## src/rtl/fn_ctrl_pkg.sv

```systemverilog
// -----------------------------------------------------------------------------
// fn_ctrl_pkg
// Shared definitions for the game-over / "RESET?" prompt controller:
//   - CNT_W     : width of every frame counter in the controller
//   - cnt_t     : frame counter type
//   - state_t   : FSM state encoding (also exported on state_o for debug LEDs)
//   - sat_inc() : saturating increment so no counter ever wraps
// -----------------------------------------------------------------------------
package fn_ctrl_pkg;

    localparam int CNT_W = 10;

    typedef logic [CNT_W-1:0] cnt_t;

    typedef enum logic [2:0] {
        ST_PLAY    = 3'd0,
        ST_ARM     = 3'd1,
        ST_PROMPT  = 3'd2,
        ST_IDLE    = 3'd3,
        ST_RESTART = 3'd4
    } state_t;

    // Holds at all-ones instead of rolling over to zero.
    function automatic cnt_t sat_inc(input cnt_t v);
        return (v == '1) ? v : cnt_t'(v + 1'b1);
    endfunction

endpackage

```

## src/rtl/rise_edge.sv

```systemverilog
// -----------------------------------------------------------------------------
// rise_edge
// Rising-edge detector for an already synchronised level signal.
// Ports:
//   clk   : system clock
//   rst_n : asynchronous active-low reset (previous-value register cleared to 0)
//   d     : synchronised level input
//   pulse : high for the single cycle in which d is 1 and was 0 last cycle
// -----------------------------------------------------------------------------
module rise_edge (
    input  logic clk,
    input  logic rst_n,
    input  logic d,
    output logic pulse
);

    logic prev;

    // NOTE: clocked state uses non-blocking (<=) so every flop samples the
    // pre-edge values of its inputs, independent of statement order.
    always_ff @(posedge clk or negedge rst_n) begin
        if (!rst_n) begin
            prev <= 1'b0;
        end else begin
            prev <= d;
        end
    end

    assign pulse = d & ~prev;

endmodule

```

## src/rtl/reset_prompt_ctrl.sv

```systemverilog
// -----------------------------------------------------------------------------
// reset_prompt_ctrl
// After game over: freeze the playfield, ignore buttons for ARM_FRAMES frames,
// then show a blinking "RESET?" prompt. Yes restarts the game (one-cycle
// restart pulse); no or a TIMEOUT_FRAMES timeout parks in IDLE, from which yes
// still restarts.
// Parameters (all 1..1023):
//   ARM_FRAMES     : frames after game over during which buttons are ignored
//   BLINK_FRAMES   : frames per blink half-period of the prompt
//   TIMEOUT_FRAMES : frames of PROMPT with no answer before entering IDLE
// Ports:
//   clk        : system clock
//   rst_n      : asynchronous active-low reset
//   frame_tick : one-cycle pulse per video frame
//   game_over  : level, high while the game is lost
//   btn_yes    : debounced, synchronised confirm button (level)
//   btn_no     : debounced, synchronised decline button (level)
//   prompt_en  : enable of the "RESET?" overlay
//   freeze     : holds fruit/blade motion while high
//   restart    : one-cycle pulse reinitialising game state
//   state_o    : current FSM state encoding
// -----------------------------------------------------------------------------
module reset_prompt_ctrl
    import fn_ctrl_pkg::*;
#(
    parameter int unsigned ARM_FRAMES     = 60,
    parameter int unsigned BLINK_FRAMES   = 30,
    parameter int unsigned TIMEOUT_FRAMES = 600
) (
    input  logic       clk,
    input  logic       rst_n,
    input  logic       frame_tick,
    input  logic       game_over,
    input  logic       btn_yes,
    input  logic       btn_no,
    output logic       prompt_en,
    output logic       freeze,
    output logic       restart,
    output logic [2:0] state_o
);

    localparam cnt_t ARM_LIM   = cnt_t'(ARM_FRAMES);
    localparam cnt_t BLINK_LIM = cnt_t'(BLINK_FRAMES);
    localparam cnt_t TO_LIM    = cnt_t'(TIMEOUT_FRAMES);

    logic go_rise;
    logic yes_rise;
    logic no_rise;

    rise_edge u_go_edge  (.clk(clk), .rst_n(rst_n), .d(game_over), .pulse(go_rise));
    rise_edge u_yes_edge (.clk(clk), .rst_n(rst_n), .d(btn_yes),   .pulse(yes_rise));
    rise_edge u_no_edge  (.clk(clk), .rst_n(rst_n), .d(btn_no),    .pulse(no_rise));

    state_t state_q, state_d;
    cnt_t   arm_cnt_q, arm_cnt_d;
    cnt_t   blink_cnt_q, blink_cnt_d;
    cnt_t   to_cnt_q, to_cnt_d;
    logic   phase_q, phase_d;
    cnt_t   blink_inc;

    always_ff @(posedge clk or negedge rst_n) begin
        if (!rst_n) begin
            state_q     <= ST_PLAY;
            arm_cnt_q   <= '0;
            blink_cnt_q <= '0;
            to_cnt_q    <= '0;
            phase_q     <= 1'b1;
        end else begin
            state_q     <= state_d;
            arm_cnt_q   <= arm_cnt_d;
            blink_cnt_q <= blink_cnt_d;
            to_cnt_q    <= to_cnt_d;
            phase_q     <= phase_d;
        end
    end

    // NOTE: every signal written here gets a default first, so no path can
    // leave one unassigned and infer a latch.
    always_comb begin
        state_d     = state_q;
        arm_cnt_d   = arm_cnt_q;
        blink_cnt_d = blink_cnt_q;
        to_cnt_d    = to_cnt_q;
        phase_d     = phase_q;
        blink_inc   = sat_inc(blink_cnt_q);

        unique case (state_q)
            ST_PLAY: begin
                // Only a fresh edge arms; a level left high after restart does not.
                if (go_rise) begin
                    state_d   = ST_ARM;
                    arm_cnt_d = '0;
                end
            end

            ST_ARM: begin
                // Count stops at the arm limit, which is all the exit test needs.
                if (frame_tick && (arm_cnt_q < ARM_LIM)) begin
                    arm_cnt_d = sat_inc(arm_cnt_q);
                end
                // A button still held from gameplay keeps us here until released.
                if ((arm_cnt_q >= ARM_LIM) && !btn_yes && !btn_no) begin
                    state_d     = ST_PROMPT;
                    blink_cnt_d = '0;
                    phase_d     = 1'b1;
                    to_cnt_d    = '0;
                end
            end

            ST_PROMPT: begin
                if (frame_tick) begin
                    if (blink_inc >= BLINK_LIM) begin
                        blink_cnt_d = '0;
                        phase_d     = ~phase_q;
                    end else begin
                        blink_cnt_d = blink_inc;
                    end
                    to_cnt_d = sat_inc(to_cnt_q);
                end
                if (yes_rise) begin
                    state_d = ST_RESTART;
                end else if (no_rise || (to_cnt_q >= TO_LIM)) begin
                    state_d = ST_IDLE;
                end
            end

            ST_IDLE: begin
                if (yes_rise) begin
                    state_d = ST_RESTART;
                end
            end

            ST_RESTART: begin
                state_d = ST_PLAY;
            end

            default: begin
                state_d = ST_PLAY;
            end
        endcase
    end

    // Outputs decode registers only; none sees an input combinationally.
    assign state_o   = state_q;
    assign freeze    = (state_q != ST_PLAY);
    assign prompt_en = (state_q == ST_PROMPT) && phase_q;
    assign restart   = (state_q == ST_RESTART);

endmodule

```

## config.mk

```make
export PLATFORM = sky130hd
export DESIGN_NAME = reset_prompt_ctrl
export DESIGN_NICKNAME = d
export VERILOG_FILES = /design/src/rtl/fn_ctrl_pkg.sv /design/src/rtl/rise_edge.sv /design/src/rtl/reset_prompt_ctrl.sv
export SDC_FILE = /design/constraint.sdc
export NUM_CORES = 1
export LEC_CHECK = 0
export ABC_CLOCK_PERIOD_IN_PS = 2500
export CAP_MARGIN = 0
export CORE_UTILIZATION = 46
export DETAILED_ROUTE_END_ITERATION = 10
export SYNTH_ARGS = -nofsm -noshare
export SYNTH_HDL_FRONTEND = slang
export SYNTH_SLANG_ARGS = --single-unit
```

## constraint.sdc

```tcl
create_clock -name clk -period 2.5 [get_ports clk]
set_input_delay 0.5 -clock clk [delete_from_list [all_inputs] [get_ports clk]]
set_output_delay 0.5 -clock clk [all_outputs]
set_load 0.01 [all_outputs]
```

# --- After elaboration in Yosys (flattened, before gate mapping) ---
# Cells that the tools add are included.
# Widths: inputs -> output; s select.
classes:
  addsub: 3
  mul: 0
  div_mod_pow: 0
  magnitude_cmp: 4
  n_eq_ne: 16
  shifts: 0
  mux: 22
  bitwise: 7
  n_reduce_logical: 16
op_table:
  columns: ["op", "count"]
  rows:
  - ["$mux 10", 9]
  - ["$pmux 10 s2", 3]
  - ["$add 10x1->10 const B", 3]
  - ["$eq 10x10->1 const B", 3]
  - ["$reduce_and 4->1", 4]
  - ["$mux 3", 5]
  - ["$ne 2x2->1 const B", 7]
  - ["$pmux 3 s4", 1]
  - ["$ge 10x10->1 const B", 1]
  - ["$ge 10x5->1 const B", 1]
  - ["$ge 10x6->1 const B", 1]
  - ["$lt 10x6->1 const B", 1]
  - ["$eq 3x2->1 const B", 2]
  - ["$logic_and 1x1->1", 4]
  - ["$not 1->1", 4]
  - ["$reduce_bool 2->1", 2]
  - ["$and 1x1->1", 3]
  - ["$eq 3x1->1 const B", 1]
  - ["$eq 3x3->1 const B", 1]
  - ["$logic_not 3->1", 1]
  - ["$mux 1", 3]
  - ["$ne 3x2->1 const B", 1]
  - ["$reduce_and 3->1", 1]
  - ["$reduce_bool 3->1", 1]
  - ["4 further kinds", 5]
totals:
  register_bits: 37
  latchBits: 0
  mem_bits_rw: 0
  mem_bits_ro: 0
  input_bits: 6
  out_inout_bits: 6
  elab_cells: 76
  mem_count: 0

# --- Depth between registers and ports, before layout ---
logic_depth:
  depth_word: 6
  depth_mapped: 8
  ltp_nobuf: 6

# --- Hierarchy ---
# Synthesis repeated with hierarchy kept, for this count alone.
unflattened:
  cells_unflattened: 221
  area_unflattened_um2: 2088.3
by_module_without_submodules:
  columns: ["module", "n_inst", "cells_each", "area_per_inst_um2", "seq_area_each_um2"]
  rows:
  - ["reset_prompt_ctrl", 1, 215, 1971.9, 852.1]
  - ["rise_edge", 3, 2, 38.8, 25.0]

# --- Worst setup path after synthesis ---
# No wires, ideal clock.
synth_timing:
  path_kind: "register to register"
  start: "reg state_q[0] (netlist: state_o[0])"
  end: "reg to_cnt_q[5]"
  setup_time_ps: 80
  arrival_ps: 2161
  required_ps: 2420
  slack_ps: 260
  stages_incl_launch_ff: 8
  n_path_buf: 2
  synth_period_minus_slack_ps: 2240
  path_cell_list: "dfrtp_1 buf_4 or3b_1 buf_2 a2111o_4 o2bb2ai_2 or4_1 a21oi_1"
synth_between:
  elab_chain_cells: 3
  word_cells_on_any_way: 8
  cone_classes: "eq/ne (5); mux (1); reduce/logical (2)"
synth_lines:
  columns: ["item", "line_no", "text"]
  rows:
  - ["start: declaration", "reset_prompt_ctrl.sv:54", "state_t state_q, state_d;"]
  - ["start signal: assignment", "reset_prompt_ctrl.sv:69", "state_q <= state_d;"]
  - ["$eq 3x2->1 / $eq 3x1->1 (equally long branches)", "reset_prompt_ctrl.sv:87", "unique case (state_q)"]
  - ["$ne 2x2->1 (no source line) / $reduce_bool 2->1 (equally long branches)", null, null]
  - ["$reduce_and 4->1 (no source line)", null, null]
  - ["end signal: assignment", "reset_prompt_ctrl.sv:72", "to_cnt_q <= to_cnt_d;"]
  - ["end: declaration", "reset_prompt_ctrl.sv:57", "cnt_t to_cnt_q, to_cnt_d;"]
# Several ways; a longest one is shown, not always the timed one.
# A chain may end at the register's enable or synchronous reset.

# --- Worst setup path after layout ---
layout_timing:
  start: "reg state_q[2] (netlist: state_o[2])"
  end: "out prompt_en"
layout_between:
  elab_chain_cells: 2
layout_lines:
  columns: ["item", "line_no", "text"]
  rows:
  - ["$eq 3x2->1", "reset_prompt_ctrl.sv:146", "assign prompt_en = (state_q == ST_PROMPT) && phase_q;"]
  - ["$logic_and 1x1->1", "reset_prompt_ctrl.sv:146", null]
  - ["end: declaration", "reset_prompt_ctrl.sv:36", "output logic prompt_en,"]
# Every way passes these cells.

==> key figures <==
Worst setup path
  • Max stage delay on crit path: 0.59 ns
  • Critical Path Source Type: flip-flop
  • Crit-path cells: buf_4, nand2b_1, nor3_1, clkdlybuf4s50_1
  • Worst EP required: 2.00 ns
  • Worst reg-to-reg path cell count: 6
  • CP arrival: 1.79 ns
  • CP Max Fanout: 8
  • WS Path Type: reg -> out
  • Reg2Reg Setup Slack: 0.23 ns
  • Crit path max-delay cell type: clkdlybuf4s50_1
  • Crit end category: output pin
  • R2R Path End: to_cnt_q[2]
  • Critical R2R Launch: arm_cnt_q[3]

Floorplanning
  • Core Footprint: 0.00409 mm2
  • DIE HEIGHT: 68.0 um
  • Initial core utilization: 0.490
  • Die span in x: 68.0 um
  • DIE AREA: 0.00462 mm2
  • # rows: 23
  • I/O pins: 12

Synthesis
  • Compound-Gate Fraction of Synth Area: 0.213
  • Total nets after synthesis: 217
  • Post-synthesis cell area: 0.00200 mm2
  • Area contributors post-synth: dfrtp_1 45%, o21ai_0 4.3%, nand2_1 3.9%
  • Post-synth cell types: 48
  • Post-synth top area share: 0.450
  • Top_reg_cell synth: dfrtp_1
  • Synth top cells by count: 36 x dfrtp_1, 21 x nand2_1, 17 x o21ai_0
  • Mux cell area share after synthesis: 0.0106
  • Most frequent cell after synthesis: dfrtp_1
  • Post-synth EDFFs: 0
  • Synth warn: 0
  • Instance count of the mapped netlist: 206
  • Mapped Avg Cell Area: 9.71 um2
  • Post-Synth XOR/XNOR Area: 0
  • Post-synthesis simple-gate area fraction: 0.255
  • Main combinational cell family by area after synthesis: simple AND/OR/NAND/NOR gates
  • Flops & latches, synth: 37
  • Yosys top cell by area: dfrtp_1
  • Synth Area in Adders: 0.0313
  • Ys async rst share: 1.00
  • Register area share after synthesis: 0.463

Final layout
  • Final core occ: 0.568
  • Ant. Diodes: 0
  • Final Cell Area: 0.00232 mm2
  • Synthesis-to-layout area growth: 15.9%
  • Share of layout cells above drive strength 1: 0.137
  • Final nets: 243

Hold path
  • Min-delay worst type: in -> async

Timing
  • Final Hold Viols: 0
  • RSZ-0062 raised after global routing: false
  • Max-slew violations: 0
  • Hold Slack: 0.308 ns
  • Layout Skew: 0.00398 ns
  • Final setup violation count: 0
  • Slew HR: 0.446
  • Final worst-path cycle share: 0.918
  • Sum Neg Setup Slack: 0 ns
  • Tmin final: 2.29 ns
  • Worst slew pin tran: 0.832 ns
  • Fmax: 0.436 GHz

Clocking
  • CTS Root Buffer Type: clkbuf_8
  • Skew-Pair Late Insertion Delay: 0.29 ns
  • CTS tree: done
  • CTS clk-pin slew, worst paths: 0.07 ns
  • CTS Buf Count: 5
  • CTS H-tree lvls: 2
  • Post-CTS Setup Bufs: 0
  • CTS Sinks: 37
  • Hold-fix buffers, CTS: 0
  • Post-CTS resize count: 0
  • Maximum root-to-sink buffer count: 2

Detailed routing
  • Total wire length: 4.22 mm
  • Antenna Violating Nets Remaining: 0
  • WL/cell: 14.9 um
  • Drt initial violations: 131
  • Vias post-DR: 1654
  • DRC: 0
  • Via density: 5.84
  • Pre-antenna DRT Iters: 4

Global route
  • GRT Util Overall: 0.211
  • Vias in the first global route: 1580
  • Initial antenna violation count: 0
  • Total gr overflow: 0
  • First-pass GRT wire length: 7.18 mm
  • Largest net degree at the start of global routing: 38

Place
  • I/O Buffers: 11
  • DP HPWL: 3.00 mm
  • Post-DP Area: 0.00224 mm2
  • Placer Congestion: 0.804

Pwr
  • PwrDens: 661 mW/mm2
  • VDD IR-drop max: 381 uV
  • Power consumption: 1.53 mW
  • Leak: 0.991 nW

Run status
  • Status: complete, no violations

Run
  • Number of max-cap violations: 0
-- worst max-delay path: cells and delay by family, from the launching register on --
family	cells	cell delay, ns
buffers and inverters	2	0.75
and+or+nand+nor	2	0.39
DFF	1	0.37
-- state kept, by name, indices dropped and copies added, names as in the netlist --
signal / cells
arm_cnt_q: 10
u_no_edge.prev: 1
state_o: 3
u_yes_edge.prev: 1
u_go_edge.prev: 1
to_cnt_q: 10
blink_cnt_q: 10
phase_q: 1
-- how the worst max path moves through the flow --
stage,startpoint,endpoint
detailed placement,btn_no,to_cnt_q[5]
global placement,btn_no,to_cnt_q[5]
global route,state_o[2],prompt_en
floorplan,state_o[0],to_cnt_q[5]
CTS,state_o[2],prompt_en
finish,state_o[2],prompt_en
-- per-stage QoR --
stage | std cells | setup slack [ns]
after floorplan | 206 | 0.260
after global placement | 275 | 0.155
after detailed placement | 275 | 0.0909
after CTS | 283 | 0.175
after global routing | 283 | 0.0945
final | 283 | 0.206
-- layout by cell type, fill, tap and decap left out, drive strengths merged, types with 4 or more instances in the layout --
master	synthesis	routed
dfrtp	36	36
nand2	22	22
o21ai	17	17
a21oi	15	15
nand3	14	14
buf	3	13
clkdlybuf4s50	0	10
inv	9	9
and3	8	8
o21a	6	6
clkbuf	1	6
or3	5	5
o31ai	5	5
nor2	5	5
ha	5	5
and4	4	4
and2	4	4
a311oi	4	4
-- kinds of logic (layout without fill, tap and decap cells) --
family / count (synthesis) / after routing
multiplexers: 2 / 2
AO/OA/AOI/OAI: 59 / 59
flip-flops: 37 / 37
adder cells (fa/ha/maj): 5 / 5
AND/OR/NAND/NOR: 90 / 90
buffers and inverters: 13 / 40
-- layer usage --
layer / vias up / track usage / share of wire
li1: 820 / - / -
met1: 792 / 0.263 / 0.47
met2: 33 / 0.343 / 0.48
met3: 9 / 0.0533 / 0.033
met4: 0 / 0.0911 / 0.021
met5: - / 0 / 0
-- layout make-up --
class	instances	area [um2]
clock buffers	6	72.6
clock inverters	2	10.0
fillers	382	1770
inverters	9	33.8
multi-input cells	156	1020
flip-flops and latches	37	927
well taps	50	62.6
repair buffers	23	195
-- where the power goes --
part / leakage [nW] / internal [mW] / total (mW) / switching (mW)
Clock: 0.0450 / 0.193 / 0.400 / 0.207
Sequential: 0.488 / 0.659 / 0.734 / 0.0746
Combinational: 0.458 / 0.179 / 0.400 / 0.221
(Power assumes the default switching activity.)
